`config.mk`:
```
export PLATFORM = sky130hd
export DESIGN_NAME = uart_tx_8x
export DESIGN_NICKNAME = d
export VERILOG_FILES = /design/src/rtl/uart_tx_8x.sv
export SDC_FILE = /design/constraint.sdc
export NUM_CORES = 1
export LEC_CHECK = 0
export CAP_MARGIN = 20
export CORE_ASPECT_RATIO = 1.5
export CORE_UTILIZATION = 35
export DETAILED_ROUTE_END_ITERATION = 10
export PLACE_DENSITY = 0.63
export RECOVER_POWER = 50
export SLEW_MARGIN = 20
export SYNTH_ARGS = -nofsm -noshare
export SYNTH_HDL_FRONTEND = slang
export SYNTH_SLANG_ARGS = --single-unit
```
`constraint.sdc`:
```
create_clock -name clk -period 5.4 [get_ports clk]
set_input_delay 1.35 -clock clk [delete_from_list [all_inputs] [get_ports clk]]
set_output_delay 1.35 -clock clk [all_outputs]
set_load 0.02 [all_outputs]
```
`src/rtl/uart_tx_8x.sv`:
```
`default_nettype none
// ============================================================================
// Module   : uart_tx_8x
// Brief    : UART transmitter, 8N1 by default; bit period is PRESCALE*8 clk.
//            Define UART_TX_PARITY_EN to insert an even-parity bit.
// Revision : 1.0 - initial release
// ============================================================================
module uart_tx_8x #(
    parameter int DATA_WIDTH = 8,
    parameter int PRESCALE   = 92
) (
    input  logic                  clk,
    input  logic                  rst,
    input  logic [DATA_WIDTH-1:0] s_axis_tdata,
    input  logic                  s_axis_tvalid,
    output logic                  s_axis_tready,
    output logic                  txd,
    output logic                  busy
);

    localparam int C_BP    = PRESCALE * 8;
    localparam int C_CNT_W = $clog2(C_BP);
    localparam int C_BIT_W = $clog2(DATA_WIDTH + 1);

    localparam logic [C_CNT_W-1:0] C_CNT_RELOAD = C_CNT_W'(C_BP - 1);
    localparam logic [C_CNT_W-1:0] C_CNT_ONE    = C_CNT_W'(1);
    localparam logic [C_BIT_W-1:0] C_BIT_LAST   = C_BIT_W'(DATA_WIDTH);
    localparam logic [C_BIT_W-1:0] C_BIT_ONE    = C_BIT_W'(1);

    localparam logic [2:0] C_IDLE   = 3'd0;
    localparam logic [2:0] C_START  = 3'd1;
    localparam logic [2:0] C_DATA   = 3'd2;
    localparam logic [2:0] C_STOP   = 3'd3;
`ifdef UART_TX_PARITY_EN
    localparam logic [2:0] C_PARITY = 3'd4;
`endif

    logic [2:0]            state_q, state_d;
    logic [C_CNT_W-1:0]    cnt_q,   cnt_d;
    logic [C_BIT_W-1:0]    bit_q,   bit_d;
    logic [DATA_WIDTH-1:0] shift_q, shift_d;
    logic                  txd_q,   txd_d;
    logic                  busy_q,  busy_d;
    logic                  tready_q, tready_d;
`ifdef UART_TX_PARITY_EN
    logic                  parity_q, parity_d;
`endif

    logic w_handshake;
    logic w_tick;

    assign w_handshake = s_axis_tvalid && tready_q;
    assign w_tick      = (cnt_q == '0);

    // ------------------------------------------------------------------
    // State register (all outputs are registered here as well)
    // ------------------------------------------------------------------
    always_ff @(posedge clk) begin
        if (rst) begin
            state_q  <= C_IDLE;
            cnt_q    <= '0;
            bit_q    <= '0;
            shift_q  <= '0;
            txd_q    <= 1'b1;
            busy_q   <= 1'b0;
            tready_q <= 1'b0;
`ifdef UART_TX_PARITY_EN
            parity_q <= 1'b0;
`endif
        end else begin
            state_q  <= state_d;
            cnt_q    <= cnt_d;
            bit_q    <= bit_d;
            shift_q  <= shift_d;
            txd_q    <= txd_d;
            busy_q   <= busy_d;
            tready_q <= tready_d;
`ifdef UART_TX_PARITY_EN
            parity_q <= parity_d;
`endif
        end
    end

    // ------------------------------------------------------------------
    // Next-state and datapath
    // ------------------------------------------------------------------
    always_comb begin
        state_d = state_q;
        cnt_d   = cnt_q;
        bit_d   = bit_q;
        shift_d = shift_q;
`ifdef UART_TX_PARITY_EN
        parity_d = parity_q;
`endif
        if (state_q != C_IDLE) begin
            cnt_d = w_tick ? C_CNT_RELOAD : (cnt_q - C_CNT_ONE);
        end

        case (state_q)
            C_IDLE: begin
                if (w_handshake) begin
                    state_d = C_START;
                    cnt_d   = C_CNT_RELOAD;
                    bit_d   = '0;
                    shift_d = s_axis_tdata;
`ifdef UART_TX_PARITY_EN
                    parity_d = ^s_axis_tdata;
`endif
                end
            end
            C_START: begin
                if (w_tick) begin
                    state_d = C_DATA;
                    bit_d   = C_BIT_ONE;
                    shift_d = shift_q >> 1;
                end
            end
            C_DATA: begin
                // bit_q counts bits already put on the line
                if (w_tick) begin
                    if (bit_q == C_BIT_LAST) begin
`ifdef UART_TX_PARITY_EN
                        state_d = C_PARITY;
`else
                        state_d = C_STOP;
`endif
                    end else begin
                        bit_d   = bit_q + C_BIT_ONE;
                        shift_d = shift_q >> 1;
                    end
                end
            end
`ifdef UART_TX_PARITY_EN
            C_PARITY: begin
                if (w_tick) begin
                    state_d = C_STOP;
                end
            end
`endif
            C_STOP: begin
                if (w_tick) begin
                    state_d = C_IDLE;
                    cnt_d   = '0;
                    bit_d   = '0;
                end
            end
            default: begin
                state_d = C_IDLE;
                cnt_d   = '0;
                bit_d   = '0;
            end
        endcase
    end

    // ------------------------------------------------------------------
    // Output decode; txd only moves on a handshake or a bit boundary
    // ------------------------------------------------------------------
    always_comb begin
        txd_d    = txd_q;
        busy_d   = busy_q;
        tready_d = tready_q;
        if (state_q == C_IDLE) begin
            txd_d    = !w_handshake;
            busy_d   = w_handshake;
            tready_d = !w_handshake;
        end else if (w_tick) begin
            case (state_d)
                C_DATA:   txd_d = shift_q[0];
`ifdef UART_TX_PARITY_EN
                C_PARITY: txd_d = parity_q;
`endif
                C_STOP:   txd_d = 1'b1;
                C_IDLE: begin
                    txd_d    = 1'b1;
                    busy_d   = 1'b0;
                    tready_d = 1'b1;
                end
                default:  txd_d = txd_q;
            endcase
        end
    end

    assign txd           = txd_q;
    assign busy          = busy_q;
    assign s_axis_tready = tready_q;

endmodule
`default_nettype wire
```
==> results.toml, run 1 <==
[critical_path]
slowest_delay_ns = 0.86
cp_data_arrival_time_ns = 3.39
cp_max_fo = 14
worstPathCellList = "dlygate4sd3_1 -> a2111oi_0 -> a211oi_2 -> a21oi_1 -> a311oi_1"
slowest_stage = "a2111oi_0"
crit_type = "in2reg"
rr_worst_depth = 6
end_kind = "register"
critPathLaunchType = "input port"
critPathRequiredTime_ns = 5.52

[run_status]
status = "finished, final reports clean"

[power]
cellLeakagePower_nw = 0.6004
power-per-cell-area_nw_per_um2 = 317.6
vdd_drop_max_uv = 144.9

[cts]
cts.path.max_buffers = 2
clkLatencyLatePin_ns = 0.27
cts-root-buf = "clkbuf_8"
cts_sinks = 28
clk_pin_slew_ns = 0.09
cts_buffers = 3
cts_setup_buffers = 0
ctsResizeCount = 0
h-tree-depth = 1
ctsHoldBuffers = 0
cts_tree = "yes"

[timing]
fin_skew_ns = 0.002902
finalHoldViolCount = 0
setup_tns_ns = 0
fin_crit_ns = 3.274
worstMarginPinSlew_ns = 0.9378
drv_slew = 0
fmax_ghz = 0.3054
relSlewSlack = 0.3586
setup_viol_count_final = 0
min_period_over_period = 0.6063
rsz0062_at_grt = "no"

[die]
core_region_area_um2 = 4282
die-area_um2 = 4830
num_rows = 29
start_util = 0.3720
die_height_um = 84.62
die_x_um = 57.08
io_pins = 14

[flow_run]
maxCapViolations = 0

[detailed_routing]
wire_per_inst_um = 15.56
viasPerCell = 5.996
ant_nets = 0
route.detailed.drc = 0
num_vias = 1343
drt_iter0_markers = 34
drtPass1Iterations = 4
routed_wl_mm = 3.486

[finish]
nets = 194
fillers = 446
area_growth_pct = 9.662
diodes = 0
final_cell_mix = "dfxtp_1 (28), a21oi_1 (16), nor2_1 (14)"
final_common_cell = "dfxtp_1"
stdcell_area_um2 = 1747
post_route_cells_drive_above_1_share = 0.06742

[grt]
met3_usage = 0.01387
grt.busiest_layer = "met2"
grt_max_degree = 18
grt_use_total = 0.1552
grt_pass1_vias = 1267
antenna_found_initial = 0
met2_usage = 0.2706
grt_pass1_wl_mm = 6.023
grt-ovfl-total = 0
use_met1 = 0.1998

[place]
dp_hpwl_mm = 2.524
dpl_cell_area_um2 = 1715
port_buffers = 13
gp_congestion = 0.7863

[synth]
yosys-top-cells-area = "dfxtp_1 (35%), a311oi_1 (5.5%), a21oi_1 (5.0%)"
synth_edf_count = 0
synth_top_cell_area_share = 0.3519
yosysTopAreaCell = "dfxtp_1"
seq_area_frac_synth = 0.3519
synth_flop_cell = "dfxtp_1"
yosysWarnings = 0
synthCells = 174
synth-seq-cells = 28
avgSynthCellArea_um2 = 9.154
synth_cell_type_count = 55
syn-num-nets = 188
async_flop_share = 0
netlist_area_um2 = 1593

[hold_path]
whs_path_depth = 2
min_path_type = "reg2reg"
==> routing by layer <==
layer	wire length (um)	vias to the layer above
met1	1614	646
li1	-	670
met3	81	4
met2	1751	23
met4	40	0
met5	0	-
==> state kept, by name, indices dropped and copies added (netlist names) <==
| signal | count |
|---|---|
| s_axis_tready | 1 |
| shift_q | 8 |
| state_q | 3 |
| busy | 1 |
| bit_q | 4 |
| txd | 1 |
| cnt_q | 10 |
==> logic make-up after synthesis <==
group / after synthesis / synth area share
other: 1 / 0.002354
AO/OA/AOI/OAI: 55 / 0.2640
multiplexers: 8 / 0.05028
AND/OR/NAND/NOR: 51 / 0.2043
adder cells (fa/ha/maj): 3 / 0.02357
flip-flops: 28 / 0.3519
XOR/XNOR: 8 / 0.04399
buffers and inverters: 20 / 0.05970
==> layout make-up <==
| cell class | instances | area, um^2 | area share |
|---|---|---|---|
| multi-input combinational | 126 | 927.1 | 0.5308 |
| sequential | 28 | 560.5 | 0.3209 |
| timing repair buffer | 13 | 130.1 | 0.07450 |
| tap | 46 | 57.56 | 0.03295 |
| clock buffer | 3 | 41.29 | 0.02364 |
| inverter | 8 | 30.03 | 0.01719 |
==> per-stage QoR <==
stage	total power [W]	util	std cells	hold slack [ns]	setup WS (ns)
finish	0.0005547	0.4079	224	0.4918	2.126
CTS	0.0005629	0.4103	224	0.4941	2.352
floorplan	0.0004079	-	174	0.4534	2.848
global route	0.0005910	0.4079	224	0.5126	1.925
detailed placement	0.0004508	0.4006	221	0.4770	2.060
global placement	0.0004494	0.4006	221	0.4725	2.097
==> synth_stat cells (3+ instances only) <==
library cell,number
dfxtp_1,28
a21oi_1,16
nor2_1,14
a311oi_1,10
inv_1,8
mux2i_1,8
buf_2,6
nand2_1,5
o21ai_0,5
o31ai_1,5
or4_1,5
xor2_1,5
nand3_1,4
nor3_1,4
ha_1,3
nand4_1,3
xnor2_1,3
==> worst max-delay path, delay by kind of cell <==
kind | cells | cell delay [ns]
AOI/OAI and AO/OA | 4 | 1.42
buffers and inverters | 1 | 0.61
==> report_power, final <==
| part | total [W] | switching (W) | internal [W] |
|---|---|---|---|
| logic | 0.000183 | 0.000105 | 0.0000775 |
| registers | 0.000260 | 0.0000316 | 0.000228 |
| clock network | 0.000112 | 0.0000617 | 0.0000500 |
| total | 0.000555 | 0.000199 | 0.000356 |
==> path summary, 6_finish.rpt <==
kind                     end  slack (ns)           from
setup / recovery  shift_q[3]        2.13  s_axis_tvalid
hold / removal    shift_q[7]        0.49     shift_q[7]
setup reg to reg    cnt_q[4]        3.18       cnt_q[0]
hold reg to reg   shift_q[7]        0.49     shift_q[7]
Power figures use the tool's default switching activity.
==> run 2: changes to the inputs <==
PLACE_DENSITY = 0.65   (was 0.63)
clock period = 3 ns   (was 5.4 ns; I/O delays follow)
==> run 2 against run 1 <==
Non-clock buffer count is 2 higher. Register-to-register slack worse by 2.9 ns. Sequential cell count stayed put. Worst setup slack worse by 1.8 ns. Clock skew hardly changed. Power is 98% higher. Design area is 1.9% higher. Via count is 0.52% higher. Global-route usage is 0.063 points lower. Final cell count is 1.3% higher. Combinational power is 78% higher. Sequential power is 79% higher.
==> results.toml, run 2 (same netlist as run 1, synthesis figures left out) <==
[run_status]
status = "finished, final reports clean"

[cts]
ctsHoldBuffers = 0
cts_tree = "yes"
cts-root-buf = "clkbuf_8"
h-tree-depth = 1
clkLatencyLatePin_ns = 0.28
cts_sinks = 28
cts_buffers = 3
cts.path.max_buffers = 2
clk_pin_slew_ns = 0.10
cts_setup_buffers = 0
ctsResizeCount = 0

[place]
gp_congestion = 0.7911
dpl_cell_area_um2 = 1730
port_buffers = 13
dp_hpwl_mm = 2.480

[critical_path]
cp_max_fo = 8
cp_data_arrival_time_ns = 2.85
crit_type = "reg2reg"
end_kind = "register"
critPathLaunchType = "register"
critPathRequiredTime_ns = 3.17

[detailed_routing]
num_vias = 1350
ant_nets = 0
viasPerCell = 5.947
routed_wl_mm = 3.442
drtPass1Iterations = 4
route.detailed.drc = 0
drt_iter0_markers = 53
wire_per_inst_um = 15.16

[timing]
min_period_over_period = 0.8929
setup_viol_count_final = 0
fin_crit_ns = 2.679
rsz0062_at_grt = "no"
drv_slew = 0
relSlewSlack = 0.3336
fmax_ghz = 0.3733
finalHoldViolCount = 0
fin_skew_ns = 0.003266
setup_tns_ns = 0
worstMarginPinSlew_ns = 0.9920

[grt]
grt_pass1_vias = 1303
grt_max_degree = 18
antenna_found_initial = 0
grt_use_total = 0.1546
grt-ovfl-total = 0
grt_pass1_wl_mm = 5.947

[finish]
reg_top3 = "cnt_q (10), shift_q (8), bit_q (4)"
nets = 196
stdcell_area_um2 = 1780
final_common_cell = "dfxtp_1"
final_util = 0.4158
final_cell_mix = "dfxtp_1 (28), a21oi_1 (16), nor2_1 (14)"
largest_register_ffs = 10
top_register = "cnt_q"
diodes = 0
register_area_um2 = 560.5
post_route_cells_drive_above_1_share = 0.08287
fillers = 439
multi_input_area_um2 = 915.9
area_growth_pct = 11.78

[die]
start_util = 0.3720
die_height_um = 84.62
num_rows = 29
core_region_area_um2 = 4282
die_x_um = 57.08
io_pins = 14
die-area_um2 = 4830

[power]
cellLeakagePower_nw = 0.6212
power-per-cell-area_nw_per_um2 = 616.6
vdd_drop_max_uv = 307.2

[flow_run]
maxCapViolations = 0

[hold_path]
min_path_type = "reg2reg"
## run 2: cell count changes in the layout (fill, tap and decap cells not counted), sizes merged
cell,previous run,this run
buf,0,2
bufinv,0,1
clkdlybuf4s50,8,10
dlygate4sd3,5,3
## run 2: through the flow
stage          power (W)  hold slack, ns  worst slack, ns  cells
2_1_floorplan  0.0007342          0.4534            1.048    174
3_3_place_gp   0.0008134          0.4750           0.2576    223
3_5_place_dp   0.0008129          0.4819           0.2423    223
4_1_cts         0.001117          0.4996           0.5334    227
5_1_grt         0.001157          0.5374           0.1975    227
6_report        0.001098          0.4968           0.3214    227
## run 2: layout make-up
| cell class | instances | area share |
|---|---|---|
| Sequential cell | 28 | 0.3148 |
| Inverter | 8 | 0.01687 |
| Clock inverter | 1 | 0.01687 |
| Tap cell | 46 | 0.03233 |
| Multi-Input combinational cell | 126 | 0.5144 |
| Timing Repair Buffer | 15 | 0.08152 |
| Clock buffer | 3 | 0.02319 |
## run 2: final timing paths
| check | start | endpoint | slack, ns | cells after the start |
|---|---|---|---|---|
| worst min-delay path | shift_q[7] | shift_q[7] | 0.50 | 2 |
| worst min register to register | shift_q[7] | shift_q[7] | 0.50 | 2 |
| worst max-delay path | cnt_q[0] | cnt_q[4] | 0.32 | 6 |
| worst max register to register | cnt_q[0] | cnt_q[4] | 0.32 | 6 |
## run 2: routing by layer
| layer | GRT usage | share of wire | vias up |
|---|---|---|---|
| met5 | 0 | 0 | - |
| met4 | 0.05987 | 0.015 | 0 |
| met3 | 0.01541 | 0.027 | 5 |
| met2 | 0.2770 | 0.51 | 22 |
| met1 | 0.1856 | 0.44 | 647 |
| li1 | - | - | 676 |
## run 2: power breakdown
group / internal [W] / switching, W / leakage, nW
sequential: 0.000411 / 0.0000547 / 0.229
clock: 0.000179 / 0.000128 / 0.0357
combinational: 0.000140 / 0.000185 / 0.356
## run 2: worst max-delay path: stages (launching register included)
cell     delay [ns]
dfxtp_1        0.36
inv_1          0.07
ha_1           0.22
or4b_1         0.50
nor3_1         0.82
a31o_1         0.45
o21ai_0        0.14
==> patch 1: new RTL, config.mk and constraints of run 2 <==
`PRESCALE`: 92 -> 138.
--- a/src/rtl/uart_tx_8x.sv
+++ b/src/rtl/uart_tx_8x.sv
@@ -9,3 +9,3 @@
     parameter int DATA_WIDTH = 8,
-    parameter int PRESCALE   = 92
+    parameter int PRESCALE   = 138
 ) (
Formal check against the unedited RTL: no difference found for any inputs over 10 cycles, from zero or initial values and one cycle with rst high; that may be too few to reach the edited logic, so the function may still have changed.
==> patch 1 against run 2 <==
The run now ends with design-rule violations left. Power fell by 2.0%. Global-route usage grew 0.76 points. Final area rose by 4.6%. Worst setup slack better by 440 ps. Synthesized area up 0.71%. Fmax increased by 19%. Non-clock buffer count did not move. Largest power group unchanged. Highest routed layer unchanged. Routed wire length grew 1.9%. Clock power increased by 39%. Sequential cell count up 1.
==> patch 1: results <==
metrics = {
    "pwr": {
        "ir_worst_vdd_mv": 0.222,
        "leakagePower_nw": 0.728,
    },
    "logic_synthesis": {
        "yosysUniqueCellTypes": 51,
        "ys_seq_area_frac": 0.362,
        "synth_area_leaders": "dfxtp_1, a211oi_1, mux2i_1",
        "synth_commonest_cells": "dfxtp_1, a211oi_1, nand2_1, nor2_1, a21oi_1",
        "syn_nets": 194,
    },
    "critical_path": {
        "r2r-start": "cnt_q[0]",
        "max_stage_delay_ps": 680,
        "crit_family": "compound AO/OA/AOI/OAI gates",
        "worst-path-max-fanout": 7,
        "rrSetupSlack_ps": 760,
        "reg2reg_to": "cnt_q[6]",
    },
    "routing": {
        "drc": 2,
        "drt-pass1-iter-count": 7,
        "drt_iter0_drc": 42,
        "wirelength_um": 3510,
    },
    "hold_path": {
        "holdPathEnd": "cnt_q[9]",
        "min_from": "cnt_q[9]",
    },
    "sta": {
        "slew_headroom": 0.519,
        "finClkSkew_ps": 6.30,
    },
    "global_route": {
        "grt_max_degree": 19,
        "grt_first_pass_wirelength_um": 6170,
    },
    "status": {
        "status": "finished, violations left",
        "violations": "design-rule violations",
    },
    "clock_tree": {
        "cts_buffers": 5,
        "htreeDepth": 2,
    },
    "placement": {
        "gp_congestion": 0.772,
        "dp_hpwl_um": 2490,
        "dp_slack_ps": 625,
    },
    "finish": {
        "fin_nets": 205,
        "drive_gt1_frac": 0.0990,
        "top_regs": "cnt_q: 11 flops, shift_q: 8 flops, bit_q: 4 flops",
    },
}
==> patch 1: logic make-up after synthesis <==
family	after synthesis	synth area share
fa+ha+maj	3	0.0234
mux	9	0.0562
other cells	1	0.00234
flops	29	0.362
buf+inv	18	0.0538
xor+xnor	8	0.0437
compound gates	50	0.222
simple gates	62	0.236
==> patch 1: worst max path at each step <==
| stage | start | depth (start not counted) | endpoint |
|---|---|---|---|
| 2_1_floorplan | s_axis_tvalid | 4 | bit_q[0] |
| 3_3_place_gp | s_axis_tvalid | 5 | bit_q[0] |
| 3_5_place_dp | s_axis_tvalid | 5 | bit_q[0] |
| 4_1_cts | s_axis_tvalid | 5 | bit_q[0] |
| 5_1_grt | cnt_q[0] | 6 | cnt_q[6] |
| 6_report | cnt_q[0] | 6 | cnt_q[6] |
==> patch 1: area by class of cell <==
cell class              count  area, sq um
fillers                   438         2450
flip-flops and latches     29          581
inverters                   7         26.3
well taps                  46         57.6
clock inverters             1         30.0
clock buffers               7         86.3
multi-input cells         133          937
repair buffers             15          145
==> patch 1: per-stage QoR <==
| step | utilization | hold slack (ps) | std cells | area (sq um) | total power [mW] |
|---|---|---|---|---|---|
| detailed placement | 0.405 | 474 | 230 | 1750 | 0.662 |
| CTS | 0.431 | 483 | 238 | 1860 | 1.09 |
| floorplan | - | 447 | 180 | 1600 | 0.613 |
| global route | 0.431 | 506 | 238 | 1860 | 1.13 |
| finish | 0.431 | 480 | 238 | 1860 | 1.08 |
| global placement | 0.405 | 468 | 230 | 1750 | 0.661 |
==> patch 1: metal layers <==
layer | vias to the layer above | routed length (um) | global-route usage
met4 | 0 | 52 | 0.0621
met1 | 640 | 1580 | 0.189
li1 | 695 | - | -
met5 | - | 0 | 0
met3 | 6 | 117 | 0.0442
met2 | 25 | 1750 | 0.278
==> patch 1: power breakdown <==
part	internal (mW)	switching [mW]	leakage (nW)
sequential	0.410	0.0286	0.237
combinational	0.0954	0.117	0.433
clock	0.270	0.155	0.0585
==> patch 1: worst reg2reg max path, cell delays in order, from the launching register on <==
cell,delay (ps)
dfxtp_1,340
inv_1,60
ha_1,200
nor4b_4,360
nand3_1,330
o21ai_0,680
o22ai_1,120
==> patch 2: new RTL, settings of run 2 <==
Made on the original files. Reset style: asynchronous (`rst`), changed in one clocked block.
--- a/src/rtl/uart_tx_8x.sv
+++ b/src/rtl/uart_tx_8x.sv
@@ -57,3 +57,3 @@
     // ------------------------------------------------------------------
-    always_ff @(posedge clk) begin
+    always_ff @(posedge clk or posedge rst) begin
         if (rst) begin
Check against the original RTL: differs if rst is asserted again (counterexample within 4 cycles, from zero or initial values and one cycle with rst high); with rst held inactive, the same outputs for 10 cycles.
==> patch 2 against run 2 <==
The flow now finishes with violations (design-rule violations, max-capacitance violations, max-slew violations). Largest power group unchanged. Synthesized area is 2.1% higher. Power increased by 28%. First-iteration DRC count is 23% lower. Final area increased by 4.5%. Die area grew 2.1%. Sequential cell count unchanged. Largest cell class unchanged. Hold slack better by 27 ps. Worst setup slack gained 220 ps. Clock power is essentially flat. Routed wire length is 5.3% lower. Highest routed layer unchanged.
==> patch 2: results <==
metrics = {
    "flow_run": {
        "max_cap_viol_count": 1,
    },
    "logic_synthesis": {
        "async_flop_share": 1.00,
        "syn_nets": 179,
        "yosysUniqueCellTypes": 51,
        "ys_seq_area_frac": 0.432,
    },
    "global_route": {
        "met3_usage": 0.0181,
        "gr-usage-met1": 0.185,
        "grt_max_degree": 29,
        "grt_util_met2": 0.263,
        "grt_pass1_vias": 1264,
    },
    "status": {
        "status": "finished, violations left",
        "violations": "design-rule violations, max-capacitance violations, max-slew violations",
    },
    "critical_path": {
        "worstPathArrival_ps": 2600,
        "max_stage_delay_ps": 630,
        "reg2reg_to": "cnt_q[3]",
        "r2r-start": "cnt_q[0]",
        "crit_slowest_cell": "o31ai_2",
        "rrSetupSlack_ps": 540,
    },
    "routing": {
        "avgViaCountPerCell": 5.66,
        "wirelength_um": 3260,
        "drt-pass1-iter-count": 7,
        "drc": 1,
        "drt_iter0_drc": 41,
    },
    "sta": {
        "drv_slew": 29,
        "worst_pin_slew_ps": 1510,
        "finClkSkew_ps": 1.99,
    },
    "placement": {
        "gp_congestion": 0.860,
    },
    "hold_path": {
        "holdPathEnd": "shift_q[0]",
    },
    "pwr": {
        "leakagePower_nw": 0.728,
        "ir_worst_vdd_mv": 0.303,
        "switchingPower_mw": 0.509,
    },
    "finish": {
        "fillers": 452,
        "drive_gt1_frac": 0.117,
        "fin_nets": 194,
    },
}
## patch 2: cell types whose count changed in the layout (fill, tap and decap cells not counted), moves of 3 or more
cell,run 2,this run
nand2_1,5,12
xor2_1,5,2
dfrtp_1,0,27
o21ai_0,6,10
or4_1,5,0
a21oi_2,0,4
o31ai_1,5,1
nor2_1,14,17
a311oi_1,10,2
dfxtp_1,28,0
nor3_1,5,9
a21oi_1,16,7
## patch 2: layer usage
metal,share of wire,vias to the layer above
met5,0,-
met4,0.0077,0
met3,0.021,4
met2,0.54,16
met1,0.43,633
li1,-,632
## patch 2: logic make-up after synthesis
family          count (synthesis)  synth area share
simple gates                   60             0.212
compound gates                 44             0.202
flops                          28             0.432
buf+inv                        14            0.0415
mux                             8            0.0492
xor+xnor                        7            0.0377
fa+ha+maj                       3            0.0231
other cells                     1           0.00231
## patch 2: how the worst max path moves through the flow
stage / startpoint / end / slack [ps] / cells after the start
2_1_floorplan: cnt_q[0] / shift_q[0] / 1140 / 8
5_1_grt: cnt_q[0] / cnt_q[3] / 280 / 6
3_3_place_gp: s_axis_tvalid / shift_q[7] / 620 / 6
4_1_cts: cnt_q[0] / cnt_q[7] / 720 / 6
3_5_place_dp: s_axis_tvalid / shift_q[7] / 580 / 6
6_report: cnt_q[0] / cnt_q[3] / 540 / 6
## patch 2: final cells by class
| type | instances | area, sq um | share of cell area |
|---|---|---|---|
| multi-input combinational | 123 | 852 | 0.458 |
| sequential | 28 | 702 | 0.377 |
| timing repair buffer | 15 | 141 | 0.0760 |
| tap | 48 | 60.1 | 0.0323 |
| clock buffer | 3 | 41.3 | 0.0222 |
| inverter | 9 | 33.8 | 0.0182 |
| clock inverter | 1 | 30.0 | 0.0161 |
## patch 2: worst max-delay path: cells and delay by family, from the launching register on
kind            cells  cell delay [ps]
fa+ha+maj           1              180
flops               1              420
compound gates      2              820
simple gates        2              840
buf+inv             1               70
## patch 2: stage by stage
step           worst slack, ps  cells  cell area, sq um  hold slack [ps]   util
2_1_floorplan             1140    165              1630              482      -
3_3_place_gp               621    223              1800              498  0.399
3_5_place_dp               575    223              1800              507  0.399
4_1_cts                    723    227              1870              528  0.415
5_1_grt                    282    227              1860              551  0.413
6_report                   543    227              1860              524  0.413
## patch 2: power by group through the flow
stage          registers, mW  logic, mW  clock network [mW]
4_1_cts                0.620      0.494               0.312
2_1_floorplan          0.607      0.383                   0
5_1_grt                0.638      0.545               0.323
6_report               0.617      0.484               0.307
3_3_place_gp           0.626      0.483                   0
3_5_place_dp           0.627      0.494                   0
